File: config.mk
export PLATFORM = sky130hd
export DESIGN_NAME = maquina_estados
export DESIGN_NICKNAME = d
export VERILOG_FILES = /design/src/rtl/maquina_estados_pkg.sv /design/src/rtl/maquina_estados.sv
export SDC_FILE = /design/constraint.sdc
export NUM_CORES = 1
export LEC_CHECK = 0
export ABC_AREA = 1
export CAP_MARGIN = 15
export CORE_ASPECT_RATIO = 1.75
export CORE_MARGIN = 8
export CORE_UTILIZATION = 25
export CTS_CLUSTER_SIZE = 16
export DETAILED_ROUTE_END_ITERATION = 8
export DONT_BUFFER_PORTS = 1
export SYNTH_ARGS = -nofsm -noshare
export SYNTH_HDL_FRONTEND = slang
export SYNTH_SLANG_ARGS = --single-unit
File: constraint.sdc
create_clock -name clk -period 2.31 [get_ports clk]
set_input_delay 0.231 -clock clk [delete_from_list [all_inputs] [get_ports clk]]
set_output_delay 0.231 -clock clk [all_outputs]
set_load 0.05 [all_outputs]
File: src/rtl/maquina_estados_pkg.sv
// Shared state codes and reset threshold defaults for the FIFO monitor FSM.
package maquina_estados_pkg;

  localparam logic [2:0] ST_RESET  = 3'd0;
  localparam logic [2:0] ST_INIT   = 3'd1;
  localparam logic [2:0] ST_IDLE   = 3'd2;
  localparam logic [2:0] ST_ACTIVE = 3'd3;
  localparam logic [2:0] ST_ERROR  = 3'd4;

  typedef enum logic [2:0] {
    E_RESET  = ST_RESET,
    E_INIT   = ST_INIT,
    E_IDLE   = ST_IDLE,
    E_ACTIVE = ST_ACTIVE,
    E_ERROR  = ST_ERROR
  } estado_t;

  localparam logic [2:0] ALTO_RST_DEF = 3'd6;
  localparam logic [2:0] BAJO_RST_DEF = 3'd1;

endpackage

File: src/rtl/maquina_estados.sv
// FIFO-bank monitor: owns the almost-full/almost-empty thresholds and tracks overflow.
// Optional threshold sanity check on INIT exit enabled by macro UMBRAL_CHECK_EN.
//
// state  | meaning
// RESET  | held in reset, thresholds at defaults
// INIT   | thresholds loaded from alto_in/bajo_in while init=1
// IDLE   | all FIFOs empty
// ACTIVE | at least one FIFO holds data
// ERROR  | overflow (or bad thresholds) seen; only reset leaves
module maquina_estados
  import maquina_estados_pkg::*;
#(
  parameter int                     N_FIFOS  = 8,
  parameter int                     UMBRAL_W = 3,
  parameter logic [UMBRAL_W-1:0]    ALTO_RST = UMBRAL_W'(ALTO_RST_DEF),
  parameter logic [UMBRAL_W-1:0]    BAJO_RST = UMBRAL_W'(BAJO_RST_DEF)
) (
  input  logic                clk,
  input  logic                reset,
  input  logic                init,
  input  logic [UMBRAL_W-1:0] alto_in,
  input  logic [UMBRAL_W-1:0] bajo_in,
  input  logic [N_FIFOS-1:0]  empty_fifos,
  input  logic [N_FIFOS-1:0]  error_full,
  output logic [UMBRAL_W-1:0] alto,
  output logic [UMBRAL_W-1:0] bajo,
  output logic [2:0]          state,
  output logic                idle_out,
  output logic                active_out,
  output logic                error_out,
  output logic [N_FIFOS-1:0]  error_src,
  output logic                cfg_err
);

  estado_t state_q;

`ifdef UMBRAL_CHECK_EN
  logic cfg_err_q;
  assign cfg_err = cfg_err_q;
`else
  assign cfg_err = 1'b0;
`endif

  always_ff @(posedge clk) begin
    if (reset) begin
      state_q   <= E_RESET;
      alto      <= ALTO_RST;
      bajo      <= BAJO_RST;
      error_src <= '0;
`ifdef UMBRAL_CHECK_EN
      cfg_err_q <= 1'b0;
`endif
    end else begin
      unique case (state_q)
        E_RESET: state_q <= E_INIT;
        E_INIT: begin
          if (|error_full) begin
            state_q   <= E_ERROR;
            error_src <= error_src | error_full;
          end else if (init) begin
            alto <= alto_in;
            bajo <= bajo_in;
          end else begin
`ifdef UMBRAL_CHECK_EN
            if (bajo >= alto) begin
              state_q   <= E_ERROR;
              cfg_err_q <= 1'b1;
            end else begin
              state_q <= E_IDLE;
            end
`else
            state_q <= E_IDLE;
`endif
          end
        end
        E_IDLE, E_ACTIVE: begin
          if (|error_full) begin
            state_q   <= E_ERROR;
            error_src <= error_src | error_full;
          end else if (init) begin
            // Load on the entry edge so a one-cycle init pulse still takes effect.
            state_q <= E_INIT;
            alto    <= alto_in;
            bajo    <= bajo_in;
          end else if (state_q == E_IDLE && !(&empty_fifos)) begin
            state_q <= E_ACTIVE;
          end else if (state_q == E_ACTIVE && (&empty_fifos)) begin
            state_q <= E_IDLE;
          end
        end
        E_ERROR: error_src <= error_src | error_full;
        default: state_q <= E_RESET;
      endcase
    end
  end

  assign state      = state_q;
  assign idle_out   = (state_q == E_IDLE);
  assign active_out = (state_q == E_ACTIVE);
  assign error_out  = (state_q == E_ERROR);

endmodule

==> out/metrics.csv <==
stage,metric,value,unit
hold_path,min_to,error_src[3],
hold_path,min_path_type,in2reg,
synthesis,synth_cell_type_count,17,
clock_network,clkTransAtPathRegs,70,ps
power,power.leakage,0.407,nW
clock_network,clock_sinks,17,
finish,diodes,0,
critical_path,cp.arrival,1240,ps
drt,drt-initial-drc-count,11,
critical_path,cp.required,2080,ps
sta,grt_setup_unrepaired,false,
global_route,grt_pass1_vias,731,
status,status,finished clean,
clock_network,clock_latency,250,ps
placement,gp_congestion,0.823,
drt,drc,0,
sta,slew_headroom,63.8,%
power,powerDensity,1510,nW/µm²
finish,drive_above_1_share,13.6,%
synthesis,synth.net_count,136,
critical_path,cp_max_fo,4,
finish,layout_commonest_cell,nor2_1,
critical_path,regToRegSetupSlack,990,ps
drt,final_antenna_net_count,0,
critical_path,criticalPathCategory,reg2out,
power,p_total,1.29,mW
critical_path,rr_worst_depth,9,
global_route,grtUsageTotal,8.07,%
sta,max_freq,678,MHz
finish,seqCellArea,340,µm²
synthesis,syn_inst,111,
synthesis,syn_area_per_cell,6.76,µm²
clock_network,hold_buffers,0,
finish,final_cell_mix,"28 x nor2_1, 27 x nand2_1, 17 x dfxtp_1, 10 x a21oi_1, 8 x inv_1",
drt,vias_per_cell,4.80,
clock_network,cts_setup_buffers,0,
die,fp.dieH,88.5,µm
finish,stdcell_count,146,
die,die_w,57.4,µm
finish,final_util,29.6,%
critical_path,rr_endpoint,state[0],
hold_path,min-delay-start,reset,
hold_path,hold_depth,1,
sta,drv_slew,0,
sta,fin_skew,2.66,ps
clock_network,clockBufferDepth,2,
power,vdd_ir_drop_max,0.000633,V
synthesis,seq_area_frac_synth,45.3,%
sta,tns,0,ps
synthesis,synth-seq-cells,17,
die,num_rows,26,
synthesis,synthesis.yosys.warnings,0,
drt,wl,2050,µm
sta,setup_viol,0,
die,coreArea,2900,µm²
critical_path,cp-start-kind,flop,
sta,hold_ws,45.4,ps
job,drv_cap,0,
clock_network,ctsHtreeMaxLevel,1,
finish,nNetsFinal,144,
drt,dr.pass1.iters,4,
placement,port_buffers,0,
sta,period_minus_slack,1480,ps
global_route,grt.overflow.total,0,
finish,n_fill_cell,310,
placement,dp.cells,142,
finish,area_growth,14.3,%
die,io_pins,46,
global_route,grt_start_max_net_pins,11,
critical_path,regToRegStartpoint,state[1],
global_route,grt_antenna_before_repair,0,
sta,worst_pin_slew,542,ps
die,fp.dieArea,5080,µm²
die,initial_core_util,25.9,%
clock_network,cts_resized,0,
critical_path,endpoint_kind,output pin,
placement,dpl.hpwl,1690,µm
sta,min_period_over_period,63.9,%
clock_network,numCtsBuffers,3,
sta,finalHoldViolCount,0,
finish,multi_input_comb_area,358,µm²
global_route,grt_pass1_wl,3200,µm
clock_network,root_buffer,clkbuf_8,
clock_network,cts_tree,built,
drt,vias,701,
synthesis,synth_area,751,µm²
drt,wl_per_cell,14.0,µm
sequential cells by signal (all words and copies together), names as in the netlist:
register	count
bajo	3
error_src	8
state	3
alto	3
cells by family after synthesis:
logic type      count (synthesis)  synth area share, %
flops                          17                 45.3
other cells                     1                0.500
buf+inv                        13                 7.00
simple gates                   66                 37.8
compound gates                 14                 9.33
synth_stat cells, drive strengths merged:
master,number,area (µm²)
a21oi,10,50.1
buf,2,11.3
clkinv,1,3.75
conb,1,3.75
dfxtp,17,340
inv,10,37.5
nand2,29,119
nand3,6,30.0
nor2,29,116
nor3,1,10.0
o21ai,4,20.0
or2,1,8.76
worst max-delay path by stage:
stage	from	end	slack [ps]	depth (start not counted)
after floorplan	state[2]	state[0]	170	9
after global placement	state[1]	state[0]	1020	9
after detailed placement	state[1]	state[0]	990	9
after CTS	state[2]	active_out	810	5
after global routing	state[2]	active_out	760	5
final	state[2]	active_out	830	5
metrics by stage:
step                setup slack (ps)  instance area (µm²)
floorplan                        171                  751
global placement                1020                  812
detailed placement               995                  812
CTS                              811                  858
global route                     759                  858
finish                           835                  858
critical path, cell delays in order, from the launching register on:
cell and delay, ps:
dfxtp_1 320, inv_2 80, nand2_1 60, inv_1 110, nand2_1 80, inv_1 340
power by group:
part / total [mW] / leakage (nW) / switching, mW / internal [mW]
clock: 0.218 / 0.0255 / 0.0984 / 0.119
sequential: 0.615 / 0.139 / 0.246 / 0.369
combinational: 0.461 / 0.242 / 0.311 / 0.149
total: 1.29 / 0.407 / 0.656 / 0.638
layout make-up:
class,instances,area share [%]
Clock inverter,1,0.583
Multi-Input combinational cell,81,41.7
Sequential cell,17,39.7
Timing Repair Buffer,5,4.37
Inverter,11,4.81
Tap cell,28,4.08
Clock buffer,3,4.81
layer usage:
| metal | track usage (%) | up-vias | wire length, µm |
|---|---|---|---|
| met5 | 0 | - | 0 |
| li1 | - | 358 | - |
| met3 | 2.77 | 4 | 187 |
| met1 | 7.02 | 305 | 735 |
| met4 | 6.65 | 0 | 61 |
| met2 | 14.5 | 34 | 1070 |
Power figures use the tool's default switching activity.
